`config.mk`:
```
export PLATFORM = sky130hd
export DESIGN_NAME = multicycle_control_fsm
export DESIGN_NICKNAME = d
export VERILOG_FILES = /design/src/rtl/multicycle_control_fsm.sv
export SDC_FILE = /design/constraint.sdc
export NUM_CORES = 1
export LEC_CHECK = 0
export ABC_AREA = 1
export BUFFER_PORTS_ARGS = -buffer_cell sky130_fd_sc_hd__clkbuf_2
export CORE_MARGIN = 3
export CORE_UTILIZATION = 40
export CTS_CLUSTER_DIAMETER = 200
export DETAILED_ROUTE_END_ITERATION = 6
export PLACE_DENSITY_LB_ADDON = 0.3
export SYNTH_ARGS = -nofsm -noshare
export SYNTH_HDL_FRONTEND = slang
export SYNTH_SLANG_ARGS = --single-unit
```
`constraint.sdc`:
```
create_clock -name clk -period 2 [get_ports clk]
set_input_delay 0.3 -clock clk [delete_from_list [all_inputs] [get_ports clk]]
set_output_delay 0.3 -clock clk [all_outputs]
set_load 0.01 [all_outputs]
```
`src/rtl/multicycle_control_fsm.sv`:
```
// Main control unit for the multicycle 16-bit datapath: sequences
// fetch/decode/execute/memory/writeback from the 4-bit opcode and produces
// every datapath enable, mux select and the 2-bit ALUop for the ALU decoder.
// Latency: 3..5 cycles per instruction, plus one cycle per wait in FETCH/MEMRD/MEMWR.
// Backpressure: mem_ready low holds FETCH, MEMRD and MEMWR; illegal opcodes park in HALT.
//
// Ports:
//   clk, reset            rising-edge clock, synchronous active-high reset
//   opcode                instr[15:12] from the instruction register
//   mem_ready             memory completes the current access this cycle
//   zero                  ALU zero flag (branch resolution happens in the datapath)
//   PCWrite..ALUop        datapath control, combinational from the registered state
//   state, halted         debug view of the current state, HALT indicator
module multicycle_control_fsm #(
   parameter int STATE_W = 4,
   parameter int OPC_W   = 4
) (
   input  logic               clk,
   input  logic               reset,
   input  logic [OPC_W-1:0]   opcode,
   input  logic               mem_ready,
   input  logic               zero,
   output logic               PCWrite,
   output logic               PCWriteCond,
   output logic               BranchNE,
   output logic [1:0]         PCSource,
   output logic               IorD,
   output logic               MemRead,
   output logic               MemWrite,
   output logic               IRWrite,
   output logic               RegDst,
   output logic               MemtoReg,
   output logic               RegWrite,
   output logic               ALUSrcA,
   output logic [1:0]         ALUSrcB,
   output logic [1:0]         ALUop,
   output logic [STATE_W-1:0] state,
   output logic               halted
);

   typedef enum logic [STATE_W-1:0] {
      ST_FETCH  = STATE_W'(0),
      ST_DECODE = STATE_W'(1),
      ST_MEMADR = STATE_W'(2),
      ST_MEMRD  = STATE_W'(3),
      ST_MEMWB  = STATE_W'(4),
      ST_MEMWR  = STATE_W'(5),
      ST_REXEC  = STATE_W'(6),
      ST_RWB    = STATE_W'(7),
      ST_IEXEC  = STATE_W'(8),
      ST_IWB    = STATE_W'(9),
      ST_BRANCH = STATE_W'(10),
      ST_JUMP   = STATE_W'(11),
      ST_HALT   = STATE_W'(12)
   } state_t;

   localparam logic [OPC_W-1:0] OP_R    = OPC_W'(0);
   localparam logic [OPC_W-1:0] OP_ADDI = OPC_W'(1);
   localparam logic [OPC_W-1:0] OP_ORI  = OPC_W'(2);
   localparam logic [OPC_W-1:0] OP_LW   = OPC_W'(3);
   localparam logic [OPC_W-1:0] OP_SW   = OPC_W'(4);
   localparam logic [OPC_W-1:0] OP_BEQ  = OPC_W'(5);
   localparam logic [OPC_W-1:0] OP_BNE  = OPC_W'(6);
   localparam logic [OPC_W-1:0] OP_J    = OPC_W'(7);

   state_t cur;

   // Branch resolution is done by the datapath using PCWriteCond/BranchNE.
   logic unused_zero;
   assign unused_zero = zero;

   always_ff @(posedge clk) begin
      if (reset) begin
         cur <= ST_FETCH;
      end else begin
         case (cur)
            ST_FETCH:  if (mem_ready) cur <= ST_DECODE;
            ST_DECODE: begin
               if (opcode == OP_R)
                  cur <= ST_REXEC;
               else if (opcode == OP_ADDI || opcode == OP_ORI)
                  cur <= ST_IEXEC;
               else if (opcode == OP_LW || opcode == OP_SW)
                  cur <= ST_MEMADR;
               else if (opcode == OP_BEQ || opcode == OP_BNE)
                  cur <= ST_BRANCH;
               else if (opcode == OP_J)
                  cur <= ST_JUMP;
               else
                  cur <= ST_HALT;
            end
            // The IR cannot change after DECODE, so only lw/sw reach MEMADR;
            // anything else falls back to FETCH rather than wedging.
            ST_MEMADR: begin
               if (opcode == OP_LW)
                  cur <= ST_MEMRD;
               else if (opcode == OP_SW)
                  cur <= ST_MEMWR;
               else
                  cur <= ST_FETCH;
            end
            ST_MEMRD:  if (mem_ready) cur <= ST_MEMWB;
            ST_MEMWB:  cur <= ST_FETCH;
            ST_MEMWR:  if (mem_ready) cur <= ST_FETCH;
            ST_REXEC:  cur <= ST_RWB;
            ST_RWB:    cur <= ST_FETCH;
            ST_IEXEC:  cur <= ST_IWB;
            ST_IWB:    cur <= ST_FETCH;
            ST_BRANCH: cur <= ST_FETCH;
            ST_JUMP:   cur <= ST_FETCH;
            ST_HALT:   cur <= ST_HALT;
            default:   cur <= ST_FETCH;
         endcase
      end
   end

   // Reset masks every output in the same cycle, so an access that was
   // mid-wait is abandoned without a stray write or read strobe.
   always_comb begin
      PCWrite     = 1'b0;
      PCWriteCond = 1'b0;
      BranchNE    = 1'b0;
      PCSource    = 2'd0;
      IorD        = 1'b0;
      MemRead     = 1'b0;
      MemWrite    = 1'b0;
      IRWrite     = 1'b0;
      RegDst      = 1'b0;
      MemtoReg    = 1'b0;
      RegWrite    = 1'b0;
      ALUSrcA     = 1'b0;
      ALUSrcB     = 2'd0;
      ALUop       = 2'd0;
      halted      = 1'b0;
      if (!reset) begin
         case (cur)
            ST_FETCH: begin
               // PC+1 computed every cycle, committed only when the fetch lands.
               MemRead = 1'b1;
               ALUSrcB = 2'd1;
               IRWrite = mem_ready;
               PCWrite = mem_ready;
            end
            ST_DECODE: ALUSrcB = 2'd2;   // speculative branch target into ALUOut
            ST_MEMADR: begin
               ALUSrcA = 1'b1;
               ALUSrcB = 2'd2;
            end
            ST_MEMRD: begin
               MemRead = 1'b1;
               IorD    = 1'b1;
            end
            ST_MEMWB: begin
               RegWrite = 1'b1;
               MemtoReg = 1'b1;
            end
            ST_MEMWR: begin
               MemWrite = 1'b1;
               IorD     = 1'b1;
            end
            ST_REXEC: begin
               ALUSrcA = 1'b1;
               ALUop   = 2'd2;
            end
            ST_RWB: begin
               RegWrite = 1'b1;
               RegDst   = 1'b1;
            end
            ST_IEXEC: begin
               ALUSrcA = 1'b1;
               if (opcode == OP_ADDI) begin
                  ALUSrcB = 2'd2;
               end else if (opcode == OP_ORI) begin
                  ALUSrcB = 2'd3;
                  ALUop   = 2'd3;
               end
            end
            ST_IWB: RegWrite = 1'b1;
            ST_BRANCH: begin
               ALUSrcA     = 1'b1;
               ALUop       = 2'd1;
               PCWriteCond = 1'b1;
               PCSource    = 2'd1;
               BranchNE    = (opcode == OP_BNE);
            end
            ST_JUMP: begin
               PCWrite  = 1'b1;
               PCSource = 2'd2;
            end
            ST_HALT: halted = 1'b1;
            default: ;
         endcase
      end
   end

   assign state = reset ? '0 : cur;

endmodule
```
-- Yosys cells after proc, flatten, opt, wreduce, memory -nomap -nowiden
Cells that the tools add are included.
- multiplexer cells: 45
- equal/unequal tests: 22
- reductions and logical operators: 11
- operators by type and width (kind ; count):
    4-bit by 3-bit == test with 1-bit output, second input constant ; 8
    4-bit one-hot mux with 8 select lines ; 1
    4-bit two-way mux ; 7
    1-bit two-way mux ; 23
    4-bit == test, second input constant ; 5
    4-bit by 2-bit == test with 1-bit output, second input constant ; 4
    2-bit two-way mux ; 6
    3-bit two-way mux ; 4
    2-bit one-hot mux with 3 select lines ; 2
    4-bit by 1-bit == test with 1-bit output, second input constant ; 2
    4-bit zero test ; 2
    2-bit inequality test, second input constant ; 3
    2-bit OR reduction ; 3
    2-bit one-hot mux with 2 select lines ; 1
    4-bit OR reduction ; 1
    1-bit logical OR ; 3
    3-bit AND reduction ; 1
    3-bit OR reduction ; 1
    1-bit one-hot mux with 2 select lines ; 1
- bits of input ports: 8
- output and inout port bits: 22
- bits in registers: 4
- logic and storage cells: 79

-- Logic depth before layout (Yosys ltp)
- depth in word-level cells: 7
- depth in mapped cells: 9
- depth with buffers taken out: 9

-- Least setup slack after synthesis
Ideal clock, no wire load.
- path kind: reg-to-output
- start point: register cur[3]
- end point: output port BranchNE
- buffers on the path: 0
- slack: 0.590 ns
- arrival time: 1.110 ns
- data required time: 1.700 ns
- stages on the path, launching flop included: 6
- path through: dfxtp_1 inv_2 nor2_2 nand2_1 nor2_2 and3_1
- word-level cells in the longest chain between the ends: 3
- ends and longest elaborated chain (element ; line ; text):
    from (decl) ; 66 ; state_t cur;
    from (signal assigned) ; 74 ; cur <= ST_FETCH;
    from (signal assigned) ; 77 ; ST_FETCH: if (mem_ready) cur <= ST_DECODE;
    from (signal assigned) ; 80 ; cur <= ST_REXEC;
    4-bit == test ; 136 ; case (cur)
    1-bit two-way mux ; 136 ;
    1-bit two-way mux ; 135 ; if (!reset) begin
    to (decl) ; 25 ; output logic BranchNE,
Every way passes these cells.

-- Final worst setup path
- start point: register cur[3]
- end point: output port ALUSrcB[0]
- word-level cells in the longest chain between the ends: 4
- elaborated cells on any way between the ends: 7
- those cells by class: eq/ne (3); mux (2); reduce/logical (2)
- ends and longest elaborated chain (element ; line ; text):
    4-bit by 2-bit == test with 1-bit output / 4-bit by 1-bit == test with 1-bit output (equally long branches) ; 136 ;
    2-bit OR reduction (no source line) ; - ;
    2-bit one-hot mux with 3 select lines (*) ; 136 ;
    2-bit two-way mux (*) ; 135 ;
    to (decl) ; 35 ; output logic [1:0] ALUSrcB,
Mark *: on every way between the ends. The rest lies on a longest branch, timed or not.

==> results.py <==
metrics = {
    "outcome": {
        "status": "finished clean",
    },
    "clocking": {
        "ctsHoldBuffers": 0,
        "postCtsResizedCells": 0,
        "cts_root_buffer": "clkbuf_4",
        "cts_tree": "done",
        "cts_inserted_buffers": 3,
        "insertion_delay_ns": 0.23,
        "cts.path.max_buffers": 2,
        "postCtsSetupBuffers": 0,
        "htree_levels": 1,
        "cts.sinks": 4,
        "clk_pin_slew_ns": 0.04,
    },
    "detailed_routing": {
        "finalWirelength_mm": 1.52,
        "num_vias": 756,
        "avgRoutedWirePerCell_um": 9.72,
        "first_iter_violations": 20,
        "drtAntennaViolNets": 0,
        "drc": 0,
        "via_per_inst": 4.85,
        "drtPass1Iterations": 4,
    },
    "global_route": {
        "grt_pass1_vias": 605,
        "grt_pass1_wl_mm": 2.49,
        "grt_usage": 0.165,
        "antenna_found_initial": 0,
        "grt_max_degree": 20,
        "overflow": 0,
    },
    "worst_setup_path": {
        "cp.required_ns": 1.70,
        "r2r_cells": 7,
        "r2r_end": "cur[2]",
        "worstSetupStartpoint": "cur[3]",
        "crit_type": "flip-flop to output pin",
        "r2r_slack_ns": 0.80,
        "end_kind": "output pin",
        "critPathMaxFanout": 4,
        "r2r-start": "cur[0]",
        "startpoint_type": "flip-flop",
        "worstPathArrival_ns": 1.40,
    },
    "die": {
        "die_x_um": 43.8,
        "fp.dieH_um": 43.8,
        "die_area_sq_mm": 0.00192,
        "start_util": 0.434,
        "coreArea_sq_mm": 0.00132,
        "std_cell_rows": 13,
        "io_pins": 30,
    },
    "final_layout": {
        "drive_gt1_frac": 0.298,
        "postLayoutCellArea_sq_um": 731,
        "largest_reg_flops": 4,
        "layout.nets": 151,
        "diodes": 0,
        "nFillCells": 147,
        "area_delta_synth_final_pct": 27.8,
        "max_flop_register": "cur",
        "top_regs": "cur: 4 flops",
    },
    "synth": {
        "synth_commonest_cells": "31 x nand2_1, 19 x nor2_1, 16 x inv_1",
        "synth_area_sq_um": 572,
        "synth_seq_cells": 4,
        "ys_seq_area_frac": 0.140,
        "synth.largest_area_cell": "nand2_1",
        "synthCells": 113,
        "yosys.area.top_type_share": 0.204,
        "synth_nets": 121,
        "synthArstFlopShare": 0,
        "synth_edf_count": 0,
        "synth.distinct_cells": 20,
        "yosys.cell_count.top_type": "nand2_1",
        "yosysWarnings": 0,
        "ys_top_cells_by_area": "nand2_1 20%, dfxtp_1 14%, nor2_1 12%",
        "ys.flop_type": "dfxtp_1",
        "synth_area_per_cell_sq_um": 5.06,
    },
    "power": {
        "leakagePower_nw": 0.453,
        "powerDensity_mw_per_mm2": 940,
        "ir_drop_v": 0.000512,
    },
    "min_path": {
        "whs_endpoint": "cur[0]",
        "hold_path_depth": 5,
        "hp-class": "input port to flip-flop",
        "hp-start": "mem_ready",
    },
    "timing": {
        "skew_ns": 0.00279,
        "tightest_slew_ns": 0.354,
        "fmax_mhz": 587,
        "finalCritPeriodShare": 0.852,
        "slew_headroom": 0.764,
        "setup_viol": 0,
        "hold_viol": 0,
        "rsz0062_at_grt": "false",
        "slew_violations": 0,
        "fin_crit_ns": 1.70,
        "tns_ns": 0,
    },
    "placement": {
        "gp_congestion": 0.883,
        "io_buffers": 28,
        "hpwlAfterDp_mm": 1.31,
        "placed_cell_area_sq_um": 708,
    },
    "flow_run": {
        "max-cap-violations": 0,
    },
}
-- final cells by class --
type	count	area, sq um	share of cell area
Clock buffer	3	22.5	0.0308
Inverter	19	71.3	0.0976
Multi-Input combinational cell	87	398	0.545
Sequential cell	4	80.1	0.110
Tap cell	15	18.8	0.0257
Timing Repair Buffer	28	140	0.192
-- through the flow --
step / hold WS, ns / power, W / utilization / setup slack, ns / instances
2_1_floorplan: 0.492 / 0.000465 / - / 0.590 / 113
3_3_place_gp: 0.585 / 0.000580 / 0.538 / 0.479 / 153
3_5_place_dp: 0.602 / 0.000591 / 0.538 / 0.456 / 153
4_1_cts: 0.462 / 0.000691 / 0.555 / 0.283 / 156
5_1_grt: 0.498 / 0.000761 / 0.555 / 0.113 / 156
6_report: 0.466 / 0.000687 / 0.555 / 0.297 / 156
-- cells in the final DEF, fill, tap and decap left out --
master / n
nor3_1: 4
a21oi_1: 8
dfxtp_1: 4
and3_1: 1
nand2_2: 1
nor2_2: 5
inv_2: 3
clkbuf_4: 3
inv_1: 16
o22ai_1: 1
o21ai_0: 2
nand3_2: 1
nor2_1: 19
nand2_1: 31
clkbuf_2: 28
a31oi_1: 1
nor2_4: 1
o211ai_1: 1
nand3_1: 11
-- worst max-delay path, stage by stage, from the launching register on --
cell,delay (ns)
dfxtp_1,0.42
inv_2,0.08
nor2_1,0.12
nand2_1,0.08
inv_1,0.09
nand3_2,0.08
a21oi_1,0.14
clkbuf_2,0.15
-- worst max path at each step --
| stage | slack, ns | depth (start not counted) | endpoint |
|---|---|---|---|
| after CTS | 0.28 | 7 | ALUop[1] |
| final | 0.30 | 7 | ALUSrcB[0] |
| after floorplan | 0.59 | 5 | BranchNE |
| after global placement | 0.48 | 6 | BranchNE |
| after global routing | 0.11 | 7 | ALUop[1] |
| after detailed placement | 0.46 | 6 | BranchNE |
-- layer usage --
metal  GRT usage  share of wire  vias to the layer above
met5           0              0                        -
met4      0.0361              0                        0
li1            -              -                      416
met2       0.273           0.48                       22
met3      0.0249          0.054                        0
met1       0.222           0.47                      318
-- logic make-up (layout without fill, tap and decap cells) --
family,Yosys count,in the layout,share of synthesized area
buffers and inverters,22,50,0.164
flip-flops,4,4,0.140
AND/OR/NAND/NOR,74,74,0.573
AO/OA/AOI/OAI,13,13,0.123
-- power breakdown --
group,internal [W],switching [W],total (W)
Sequential,0.000106,0.0000380,0.000144
Clock,0.0000668,0.0000279,0.0000947
Combinational,0.000157,0.000292,0.000449
Total,0.000329,0.000358,0.000687
Note: power is estimated with default switching activity, not from simulation.
